File: src/rtl/color_pkg.sv
// Shared color-index constants and press-FSM state type, used by the button
// controller and by the RGB LED driver.
package color_pkg;

    localparam logic [2:0] RED     = 3'd0;
    localparam logic [2:0] YELLOW  = 3'd1;
    localparam logic [2:0] GREEN   = 3'd2;
    localparam logic [2:0] CYAN    = 3'd3;
    localparam logic [2:0] BLUE    = 3'd4;
    localparam logic [2:0] MAGENTA = 3'd5;

    localparam int unsigned NUM_COLORS_DEFAULT = 6;

    typedef enum logic [1:0] {
        IDLE,
        PRESSED,
        WAIT_RELEASE
    } press_state_t;

    // Explicit compare against the last index so non-power-of-2 counts wrap correctly.
    function automatic logic [2:0] color_next(input logic [2:0] idx, input int unsigned num);
        return (idx == 3'(num - 1)) ? RED : idx + 3'd1;
    endfunction

endpackage

File: src/rtl/btn_debounce.sv
// Two-flop synchronizer plus stable-count debouncer for a mechanical button.
// btn_level is the accepted pressed level (1 = pressed) regardless of pin polarity.
module btn_debounce #(
    parameter int unsigned DEBOUNCE_CYCLES = 120000,
    parameter bit          BTN_ACTIVE_LOW  = 1'b1
) (
    input  logic clk,
    input  logic rst,
    input  logic btn_raw,
    output logic btn_level
);

    localparam int   CNT_W    = (DEBOUNCE_CYCLES > 1) ? $clog2(DEBOUNCE_CYCLES) : 1;
    localparam logic PIN_IDLE = BTN_ACTIVE_LOW ? 1'b1 : 1'b0;

    logic             r_sync1;
    logic             r_sync2;
    logic             r_level;
    logic [CNT_W-1:0] r_cnt;
    logic             w_pressed;
    logic             w_differs;
    logic             w_accept;

    always_ff @(posedge clk or posedge rst) begin
        if (rst) begin
            r_sync1 <= PIN_IDLE;
            r_sync2 <= PIN_IDLE;
        end else begin
            r_sync1 <= btn_raw;
            r_sync2 <= r_sync1;
        end
    end

    assign w_pressed = BTN_ACTIVE_LOW ? ~r_sync2 : r_sync2;
    assign w_differs = (w_pressed != r_level);
    assign w_accept  = w_differs && (r_cnt == CNT_W'(DEBOUNCE_CYCLES - 1));

    // Any cycle where the levels agree restarts the stability window.
    always_ff @(posedge clk or posedge rst) begin
        if (rst) begin
            r_cnt   <= '0;
            r_level <= 1'b0;
        end else if (w_accept) begin
            r_cnt   <= '0;
            r_level <= w_pressed;
        end else if (w_differs) begin
            r_cnt   <= r_cnt + CNT_W'(1);
        end else begin
            r_cnt   <= '0;
        end
    end

    assign btn_level = r_level;

endmodule

File: src/rtl/button_color_ctrl.sv
// Pushbutton front end for the RGB LED driver: short press steps the color
// index, long press returns it to RED; color_valid marks each update.
module button_color_ctrl
    import color_pkg::*;
#(
    parameter int unsigned CLK_HZ            = 12000000,
    parameter int unsigned DEBOUNCE_CYCLES   = 120000,
    parameter int unsigned LONG_PRESS_CYCLES = 6000000,
    parameter int unsigned NUM_COLORS        = NUM_COLORS_DEFAULT,
    parameter bit          BTN_ACTIVE_LOW    = 1'b1
) (
    input  logic       clk,
    input  logic       rst,
    input  logic       btn_raw,
    output logic       btn_level,
    output logic       short_press,
    output logic       long_press,
    output logic [2:0] color_idx,
    output logic       color_valid
);

    localparam int HOLD_W = $clog2(LONG_PRESS_CYCLES);

    if (CLK_HZ == 0 || DEBOUNCE_CYCLES < 2 || LONG_PRESS_CYCLES <= DEBOUNCE_CYCLES
        || NUM_COLORS < 1 || NUM_COLORS > 8) begin : g_bad_params
        $error("button_color_ctrl: illegal parameter combination");
    end

    press_state_t      r_state;
    press_state_t      w_next_state;
    logic [HOLD_W-1:0] r_hold;
    logic              w_level;
    logic              w_hold_done;
    logic              w_short_evt;
    logic              w_long_evt;
    logic              r_short;
    logic              r_long;
    logic              r_valid;
    logic [2:0]        r_idx;

    btn_debounce #(
        .DEBOUNCE_CYCLES (DEBOUNCE_CYCLES),
        .BTN_ACTIVE_LOW  (BTN_ACTIVE_LOW)
    ) u_debounce (
        .clk       (clk),
        .rst       (rst),
        .btn_raw   (btn_raw),
        .btn_level (w_level)
    );

    assign w_hold_done = (r_hold == HOLD_W'(LONG_PRESS_CYCLES - 1));

    always_ff @(posedge clk or posedge rst) begin
        if (rst) begin
            r_state <= IDLE;
        end else begin
            r_state <= w_next_state;
        end
    end

    always_comb begin
        w_next_state = r_state;
        case (r_state)
            IDLE:         if (w_level) w_next_state = PRESSED;
            PRESSED: begin
                if (w_long_evt) begin
                    w_next_state = WAIT_RELEASE;
                end else if (w_short_evt) begin
                    w_next_state = IDLE;
                end
            end
            WAIT_RELEASE: if (!w_level) w_next_state = IDLE;
            default:      w_next_state = IDLE;
        endcase
    end

    // Threshold is checked first so a release in the threshold cycle is still long.
    always_comb begin
        w_long_evt  = 1'b0;
        w_short_evt = 1'b0;
        if (r_state == PRESSED) begin
            w_long_evt  = w_hold_done;
            w_short_evt = !w_hold_done && !w_level;
        end
    end

    // Hold counter sits at 0 outside PRESSED, so entry always starts from zero.
    always_ff @(posedge clk or posedge rst) begin
        if (rst) begin
            r_hold <= '0;
        end else if (r_state == PRESSED) begin
            r_hold <= r_hold + HOLD_W'(1);
        end else begin
            r_hold <= '0;
        end
    end

    always_ff @(posedge clk or posedge rst) begin
        if (rst) begin
            r_short <= 1'b0;
            r_long  <= 1'b0;
            r_valid <= 1'b0;
            r_idx   <= RED;
        end else begin
            r_short <= w_short_evt;
            r_long  <= w_long_evt;
            r_valid <= w_short_evt || w_long_evt;
            if (w_long_evt) begin
                r_idx <= RED;
            end else if (w_short_evt) begin
                r_idx <= color_next(r_idx, NUM_COLORS);
            end
        end
    end

    assign btn_level   = w_level;
    assign short_press = r_short;
    assign long_press  = r_long;
    assign color_valid = r_valid;
    assign color_idx   = r_idx;

endmodule
File: config.mk
export PLATFORM = sky130hd
export DESIGN_NAME = button_color_ctrl
export DESIGN_NICKNAME = d
export VERILOG_FILES = /design/src/rtl/color_pkg.sv /design/src/rtl/btn_debounce.sv /design/src/rtl/button_color_ctrl.sv
export SDC_FILE = /design/constraint.sdc
export NUM_CORES = 1
export LEC_CHECK = 0
export BUFFER_PORTS_ARGS = -buffer_cell sky130_fd_sc_hd__buf_2
export CORE_AREA = 2 2 71 73
export CTS_CLUSTER_DIAMETER = 50
export DETAILED_ROUTE_END_ITERATION = 10
export DIE_AREA = 0 0 73 75
export PLACE_DENSITY = 0.7
export RECOVER_POWER = 25
export SLEW_MARGIN = 5
export SYNTH_ARGS = -nofsm -noshare
export SYNTH_HDL_FRONTEND = slang
export SYNTH_SLANG_ARGS = --single-unit
File: constraint.sdc
create_clock -name clk -period 1.97 [get_ports clk]
set_input_delay 0.197 -clock clk [delete_from_list [all_inputs] [get_ports clk]]
set_output_delay 0.197 -clock clk [all_outputs]
set_load 0.005 [all_outputs]
Word level (Yosys, flattened, before mapping)
Cells that the tools add are included.
Cells by class
  eq/ne operators: 9
  reductions and logical operators: 8
  $add $sub $neg: 3
  bitwise gates (word level): 1
  mux-type cells: 13
Operators with widths (number)
  two-way mux 17 bit: 2
  adder 23 x 1 -> 23 bit (second input constant): 1
  == test 23 bit (second input constant): 1
  two-way mux 23 bit: 1
  adder 17 x 1 -> 17 bit (second input constant): 1
  == test 17 bit (second input constant): 1
  two-way mux 3 bit: 3
  two-way mux 2 bit: 4
  one-hot mux 2 bit (3 select lines): 1
  adder 3 x 1 -> 3 bit (second input constant): 1
  == test 3 bit (second input constant): 1
  inequality test 3 bit (second input constant): 1
  AND reduction 3 bit: 1
  == test 2 x 1 -> 1 bit (second input constant): 1
  == test 2 bit (second input constant): 1
  logical AND 1 bit: 2
  logical NOT 1 bit: 2
  logical NOT 2 bit: 1
  two-way mux 1 bit: 2
  inequality test 2 x 1 -> 1 bit (second input constant): 1
  inequality test 2 bit (second input constant): 1
  nonzero test 2 bit: 1
  logical OR 1 bit: 1
  inequality test 1 bit: 1
  NOT 1 bit: 1
Word-level totals
  output and inout bits: 7
  word-level logic and storage cells: 44
  input port bits: 3
  flip-flop bits (word level): 51

Depth between registers and ports, before layout
Gate-level depths: netlist (run 1).
  word-level depth: 7
  gate-level depth with buffers: 5
  depth with buffers taken out: 5

Hierarchy
A second synthesis (run 1) with hierarchy kept.
Second synthesis, totals
  cell total of the unflattened synthesis: 262
  area total of the unflattened synthesis: 2575.0 um^2
By module, submodules not included
  button_color_ctrl: instances 1, cells each 166, seq. area each 775.7 um^2, area an instance 1575.3 um^2
  btn_debounce: instances 1, cells each 96, seq. area each 503.0 um^2, area an instance 999.7 um^2

Worst setup path before layout (run 1)
No wires, ideal clock.
  kind: flip-flop to flip-flop
  start: register r_hold[0]
  end: register r_idx[1] (netlist: color_idx[1])
  stages on the path, launching flop included: 6
  period minus slack after synthesis: 1692 ps
  required time: 1827 ps
  setup time: 143 ps
  data arrival time: 1549 ps
  path buffers: 0
  setup slack: 278 ps
  path through: dfrtp_1 > ha_1 > nand3_1 > or2_2 > nor3_1 > o22ai_1
On the way
  word-level cells in the longest chain between the ends: 5
  elaborated cells on any way between the ends: 7
  classes of those cells: eq/ne (1); mux (3); reduce/logical (3)
RTL lines
  start: declaration: RTL line button_color_ctrl.sv:31  | logic [HOLD_W-1:0] r_hold;
  start signal: assignment: RTL line button_color_ctrl.sv:92  | r_hold <= r_hold + HOLD_W'(1);
  == test 23 bit (*): RTL line button_color_ctrl.sv:51  | assign w_hold_done = (r_hold == HOLD_W'(LONG_PRESS_CYCLES - 1));
  logical NOT 1 bit: RTL line button_color_ctrl.sv:83  | w_short_evt = !w_hold_done && !w_level;
  logical AND 1 bit: RTL line button_color_ctrl.sv:83
  two-way mux 1 bit: RTL line button_color_ctrl.sv:81  | if (r_state == PRESSED) begin
  nonzero test 2 bit (no source line)
  end signal: assignment: RTL line button_color_ctrl.sv:111  | r_idx <= color_next(r_idx, NUM_COLORS);
  end: declaration: RTL line button_color_ctrl.sv:39  | logic [2:0] r_idx;
Every way passes the cells marked *; elsewhere a longest branch is shown, timed or not.
A chain may end at the register's enable or synchronous reset.

Worst setup path in the final report (run 1)
Same ends and word-level chain as after synthesis.

==> insert_results.sql, run 1 <==
INSERT INTO impl_metrics (metric_group, metric, value, unit) VALUES
('yosys', 'yosys.cell_count.top_type', 'sky130_fd_sc_hd__dfrtp_1', ''),
('timing', 'final_slew_violations', '0', ''),
('power', 'power.ir.vdd_worst', '0.4813', 'mV'),
('yosys', 'cell_area_after_synthesis', '0.002475', 'mm²'),
('timing', 'fin_crit_sh', '88.69', '%'),
('layout', 'final_net_count', '277', ''),
('run', 'drv_cap', '0', ''),
('power', 'power.density_cell_area', '658.8', 'mW/mm²'),
('yosys', 'post_synth_num_cell_types', '38', ''),
('power', 'power.share.combinational', '2.7', '%'),
('status', 'run_status', 'completed', ''),
('yosys', 'ys_top_cells_by_area', 'sky130_fd_sc_hd__dfrtp_1 (50%), sky130_fd_sc_hd__xnor2_1 (7.8%), sky130_fd_sc_hd__nor2_1 (6.2%)', ''),
('yosys', 'synth-warning-count', '0', ''),
('detailed_routing', 'route.final.wire_length', '4.790', 'mm'),
('power', 'power.internal', '1.450', 'mW'),
('timing', 'final_report_setup_violation_count', '0', ''),
('layout', 'multi_input_gate_area', '0.001135', 'mm²'),
('yosys', 'number_of_cells_produced_by_synthesis', '248', ''),
('hold_path', 'holdPathStages', '0', ''),
('global_route', 'grt_first_pass_wirelength', '8.217', 'mm'),
('die', 'boundaryPins', '10', ''),
('yosys', 'avgSynthCellArea', '9.979', 'µm²'),
('cts', 'cts_setup_buffers', '0', ''),
('place', 'dpl.hpwl', '3.316', 'mm'),
('detailed_routing', 'route.detailed.drc', '0', ''),
('yosys', 'synth.ff_latch_count', '51', ''),
('setup_path', 'crit_path_end_kind', 'register', ''),
('timing', 'achievable-frequency', '0.5723', 'GHz'),
('setup_path', 'timing_worst_setup_path_type', 'reg2reg', ''),
('timing', 'tmin_final', '1.747', 'ns'),
('detailed_routing', 'drt_iter0_drc', '136', ''),
('die', 'core_region_area', '0.004661', 'mm²'),
('yosys', 'synthesis.nets', '253', ''),
('timing', 'fin_skew', '0.01241', 'ns'),
('power', 'net-switching-power', '0.3717', 'mW'),
('layout', 'postLayoutCoreUtil', '59.33', '%'),
('hold_path', 'min_path_type', 'reg2reg', ''),
('die', 'dieWidth', '73', 'µm'),
('place', 'dp_worst_setup_slack', '0.2500', 'ns'),
('die', 'die_height', '75', 'µm'),
('detailed_routing', 'drt_pass1_iterations', '4', ''),
('cts', 'cts_tree', 'built', ''),
('cts', 'path_clk_slew', '0.09', 'ns'),
('layout', 'fillCellCount', '406', ''),
('global_route', 'grt.overflow.total', '0', ''),
('setup_path', 'cp_data_required_time', '2.15', 'ns'),
('cts', 'cts_htree_levels', '2', ''),
('yosys', 'synth.top_cells.by_count', 'sky130_fd_sc_hd__dfrtp_1 (49), sky130_fd_sc_hd__nor2_1 (41), sky130_fd_sc_hd__xnor2_1 (22)', ''),
('place', 'numPortBuffers', '9', ''),
('yosys', 'yosysSeqAreaShare', '51.67', '%'),
('global_route', 'antenna_violations_before_repair', '0', ''),
('power', 'clockPowerShare', '39.1', '%'),
('cts', 'clk_root_buffer_cell', 'sky130_fd_sc_hd__clkbuf_8', ''),
('yosys', 'synth-xor-area-share', '10.26', '%'),
('yosys', 'synthSimpleGateAreaFrac', '27.60', '%'),
('setup_path', 'depth_of_the_worst_register_to_register_path', '5', ''),
('detailed_routing', 'route.detailed.vias_per_inst', '5.648', ''),
('power', 'switching_share', '20.41', '%'),
('yosys', 'synth_fa_ha_area_share', '1.011', '%'),
('layout', 'syn_to_final_growth', '11.73', '%'),
('yosys', 'yosys-mux-area-fraction', '0.4044', '%'),
('yosys', 'synth_ff_type', 'sky130_fd_sc_hd__dfrtp_1', ''),
('power', 'p_leak', '1.177', 'nW'),
('yosys', 'synth_edf_count', '0', ''),
('timing', 'fin_setup_tns', '0', 'ns'),
('cts', 'clkLatencyLatePin', '0.31', 'ns'),
('yosys', 'main_combinational_cell_family_by_area_after_synthesis', 'simple AND/OR/NAND/NOR gates', ''),
('timing', 'timing_hold_violations_final', '0', ''),
('layout', 'area.sequential', '0.001279', 'mm²'),
('global_route', 'first_global_vias', '1729', ''),
('global_route', 'grt_start_max_net_pins', '21', '');
==> timing repair <==
item | in CTS | in global routing
endpoints found under the hold margin | 18 | 0
resized for setup | 0 | 0
hold buffers | 2 | 0
==> power groups by stage <==
stage	clock (mW)	combinational, mW	sequential, mW
finish	0.711	0.0486	1.06
global route	0.771	0.0577	1.06
CTS	0.736	0.0524	1.06
detailed placement	0	0.0491	1.08
global placement	0	0.0482	1.08
floorplan	0	0.0322	1.08
==> layout by cell type (no fill, tap or decap), drive strengths merged, types with 4 or more instances in the layout <==
master / n
a21oi: 7
a31o: 5
and3: 4
buf: 19
clkbuf: 9
dfrtp: 49
inv: 8
nand2: 14
nand3: 15
nand4: 14
nor2: 41
nor3: 14
nor4: 11
or3: 5
xnor2: 22
xor2: 7
==> state kept, by name (all words and copies together), names as in the netlist <==
signal / cells
u_debounce.btn_level: 1
short_press: 1
r_state: 2
r_hold: 23
long_press: 1
u_debounce.r_cnt: 17
color_valid: 1
u_debounce.r_sync1: 1
u_debounce.r_sync2: 1
color_idx: 3
==> critical path, stage by stage, from the launching register on <==
cell	delay [ns]
sky130_fd_sc_hd__dfrtp_1	0.39
sky130_fd_sc_hd__ha_1	0.21
sky130_fd_sc_hd__nand3_1	0.16
sky130_fd_sc_hd__or2_2	0.35
sky130_fd_sc_hd__nor3_1	0.35
sky130_fd_sc_hd__o22ai_1	0.16
==> layer usage <==
layer,wire length [µm],global-route usage [%],vias up
met1,2263,26.67,893
met2,2346,31.43,19
li1,-,-,929
met3,91,3.213,6
met4,88,9.877,0
met5,0,0,-
==> cells by family after synthesis <==
family,after synthesis
AOI/OAI and AO/OA,22
and+or+nand+nor,129
muxes,1
buffers and inverters,14
DFF,51
adders and majority gates,2
xor gates and xnor gates,29
==> final cells by class <==
| class | instances | share of cell area [%] |
|---|---|---|
| inverter | 8 | 1.086 |
| multi-input combinational | 183 | 41.04 |
| sequential | 51 | 46.24 |
| tap | 54 | 2.443 |
| timing repair buffer | 23 | 5.339 |
| clock buffer | 7 | 2.760 |
| clock inverter | 1 | 1.086 |
==> path summary, 6_finish.rpt <==
path	from	to	slack [ns]
max	r_hold[0]	color_idx[1]	0.22
min	u_debounce.r_sync1	u_debounce.r_sync2	0.36
max reg2reg	r_hold[0]	color_idx[1]	0.22
min reg2reg	u_debounce.r_sync1	u_debounce.r_sync2	0.36
max in group asynchronous	rst	u_debounce.r_sync1	0.51
min in group asynchronous	rst	r_hold[10]	0.55
==> stage by stage <==
| stage | cells | instance area [µm²] | hold slack [ns] | power (mW) |
|---|---|---|---|---|
| floorplan | 248 | 2475 | 0.2015 | 1.113 |
| global placement | 317 | 2646 | 0.2198 | 1.130 |
| detailed placement | 317 | 2646 | 0.2234 | 1.131 |
| CTS | 327 | 2773 | 0.3623 | 1.850 |
| global route | 327 | 2765 | 0.3635 | 1.891 |
| finish | 327 | 2765 | 0.3605 | 1.822 |
Power figures use the tool's default switching activity.
==> run 2, diff against run 1 <==
CELL_PAD_IN_SITES_DETAIL_PLACEMENT = 1   (was unset)
CELL_PAD_IN_SITES_GLOBAL_PLACEMENT = 2   (was unset)
CORE_AREA = 2 2 82 84   (was 2 2 71 73)
CTS_CLUSTER_SIZE = 20   (was unset)
DIE_AREA = 0 0 84 86   (was 0 0 73 75)
PLACE_DENSITY = 0.77   (was 0.7)
==> run 2 against run 1 <==
Clock skew increased by 0.0025 ns. Design area is 1.1% higher. Sequential power about the same. Maximum frequency is 1.8% lower.
==> insert_results.sql, run 2 (same netlist as run 1, synthesis figures left out) <==
INSERT INTO impl_metrics (metric_group, metric, value, unit) VALUES
('setup_path', 'setup.worst_path.start_class', 'register', ''),
('detailed_routing', 'routed-via-count', '1906', ''),
('setup_path', 'timing_worst_setup_path_type', 'reg2reg', ''),
('global_route', 'grt_first_pass_wirelength', '9.908', 'mm'),
('global_route', 'grt.overflow.total', '0', ''),
('cts', 'clkLatencyLatePin', '0.31', 'ns'),
('timing', 'fin_skew', '0.01486', 'ns'),
('die', 'initial_cell_density_of_the_core', '39.43', '%'),
('layout', 'final_net_count', '276', ''),
('place', 'place.gp.congestion', '0.7750', ''),
('setup_path', 'crit_path_end_kind', 'register', ''),
('power', 'p_leak', '1.172', 'nW'),
('layout', 'layout.cells.most_common', 'sky130_fd_sc_hd__dfrtp_1', ''),
('setup_path', 'cp_data_required_time', '2.16', 'ns'),
('setup_path', 'reg2reg_launch_point', 'u_debounce.r_cnt[10]', ''),
('die', 'fp-row-count', '29', ''),
('cts', 'clock_sink_count', '51', ''),
('layout', 'most_frequent_cells_in_the_layout', 'sky130_fd_sc_hd__dfrtp_1 (49), sky130_fd_sc_hd__nor2_1 (41), sky130_fd_sc_hd__xnor2_1 (22)', ''),
('setup_path', 'worst-path-max-fanout', '17', ''),
('timing', 'whs', '0.3614', 'ns'),
('cts', 'path_clk_slew', '0.09', 'ns'),
('global_route', 'antenna_violations_before_repair', '0', ''),
('layout', 'finished_layout_cell_area', '0.002795', 'mm²'),
('layout', 'postLayoutCoreUtil', '44.53', '%'),
('cts', 'cts_htree_levels', '2', ''),
('detailed_routing', 'drt_iter0_drc', '92', ''),
('timing', 'achievable-frequency', '0.5619', 'GHz'),
('detailed_routing', 'detail_route.wl_per_cell', '15.92', 'µm'),
('place', 'dpl.hpwl', '3.884', 'mm'),
('die', 'boundaryPins', '10', ''),
('global_route', 'first_global_vias', '1969', ''),
('cts', 'numCtsBuffers', '5', ''),
('cts', 'cts_setup_buffers', '0', ''),
('detailed_routing', 'drt_pass1_iterations', '4', ''),
('global_route', 'gr_util_all_layers', '17.14', '%'),
('hold_path', 'worstHoldStart', 'u_debounce.r_sync1', ''),
('place', 'numPortBuffers', '9', ''),
('timing', 'max_slew_headroom_at_the_worst_pin', '14.92', '%'),
('layout', 'post_route_cells_drive_above_1_share', '14.71', '%'),
('detailed_routing', 'route.detailed.vias_per_inst', '5.461', ''),
('place', 'placement.cell_area', '0.002680', 'mm²'),
('global_route', 'grt_start_max_net_pins', '52', ''),
('die', 'die_area', '0.007224', 'mm²'),
('cts', 'cts_tree', 'built', ''),
('status', 'run_status', 'completed', ''),
('cts', 'clock_tree.buffer_depth', '2', ''),
('layout', 'registers.top_by_ff_count', 'r_hold', ''),
('timing', 'setup_ws', '0.1902', 'ns'),
('timing', 'max_slew.worst_pin.slew', '1.276', 'ns'),
('detailed_routing', 'route.detailed.drc', '0', ''),
('die', 'core_region_area', '0.006277', 'mm²'),
('die', 'dieWidth', '84', 'µm'),
('timing', 'timing_hold_violations_final', '0', ''),
('hold_path', 'min_path_type', 'reg2reg', ''),
('power', 'power.ir.vdd_worst', '0.3184', 'mV'),
('detailed_routing', 'drtAntennaViolNets', '0', ''),
('setup_path', 'cp.arrival', '1.97', 'ns'),
('timing', 'final_slew_violations', '0', ''),
('place', 'dp_worst_setup_slack', '0.1641', 'ns'),
('layout', 'antennaDiodeCount', '0', ''),
('timing', 'tmin_final', '1.780', 'ns'),
('timing', 'final_report_setup_violation_count', '0', ''),
('setup_path', 'crit_start', 'u_debounce.r_cnt[10]', ''),
('layout', 'max_ffs_per_register', '23', ''),
('power', 'power.density_cell_area', '657.9', 'mW/mm²'),
('layout', 'syn_to_final_growth', '12.94', '%'),
('layout', 'fillCellCount', '741', ''),
('cts', 'clk_root_buffer_cell', 'sky130_fd_sc_hd__clkbuf_8', ''),
('run', 'drv_cap', '0', ''),
('detailed_routing', 'route.final.wire_length', '5.556', 'mm'),
('timing', 'fin_crit_sh', '90.35', '%'),
('die', 'die_height', '86', 'µm'),
('timing', 'fin_setup_tns', '0', 'ns'),
('timing', 'rsz0062_at_grt', 'no', '');
-- run 2: final timing paths --
kind | slack, ns | cells past startpoint | to
min in group asynchronous | 0.83 | 4 | r_hold[11]
worst max-delay path | 0.19 | 5 | u_debounce.r_cnt[5]
worst max register to register | 0.19 | 5 | u_debounce.r_cnt[5]
max in group asynchronous | 0.38 | 4 | r_hold[8]
worst min register to register | 0.36 | 0 | u_debounce.r_sync2
worst min-delay path | 0.36 | 0 | u_debounce.r_sync2
-- run 2: routing by layer --
layer	part of all wire, %	track usage (%)	wire, µm	vias to the layer above
li1	-	-	-	925
met1	47	22.61	2614	966
met2	50	29.09	2796	10
met5	0	0	0	-
met3	1.3	2.310	72	5
met4	1.3	6.158	72	0
-- run 2: metrics by stage --
step                std cells  power, mW
finish                    349      1.839
global route              349      1.909
CTS                       349      1.873
detailed placement        339      1.132
global placement          339      1.131
floorplan                 248      1.113
-- run 2: cell type report --
class                           count  area [µm²]  share of cell area, %
Clock buffer                        7       76.32                  2.731
Clock inverter                      1       30.03                  1.074
Inverter                            8       30.03                  1.074
Multi-Input combinational cell    183        1140                  40.78
Sequential cell                    51        1279                  45.75
Tap cell                           77       96.34                  3.447
Timing Repair Buffer               22       143.9                  5.148
-- run 2: timing repair --
item                                   in CTS  in global routing
resized for setup                           0                  1
endpoints found under the hold margin      50                  0
hold buffers                                2                  0
setup endpoints to repair                   0                  1
-- run 2: critical path: stages (launching register included) --
cell and delay [ns]:
sky130_fd_sc_hd__dfrtp_1 0.47, sky130_fd_sc_hd__nand4_1 0.14, sky130_fd_sc_hd__or4_4 0.54, sky130_fd_sc_hd__o31ai_4 0.19, sky130_fd_sc_hd__buf_4 0.25, sky130_fd_sc_hd__nor2_1 0.07
-- run 2: report_power, final --
group / internal, mW / switching [mW] / leakage (nW)
Clock: 0.381 / 0.351 / 0.0524
Sequential: 1.05 / 0.00731 / 0.703
Combinational: 0.0125 / 0.0325 / 0.416
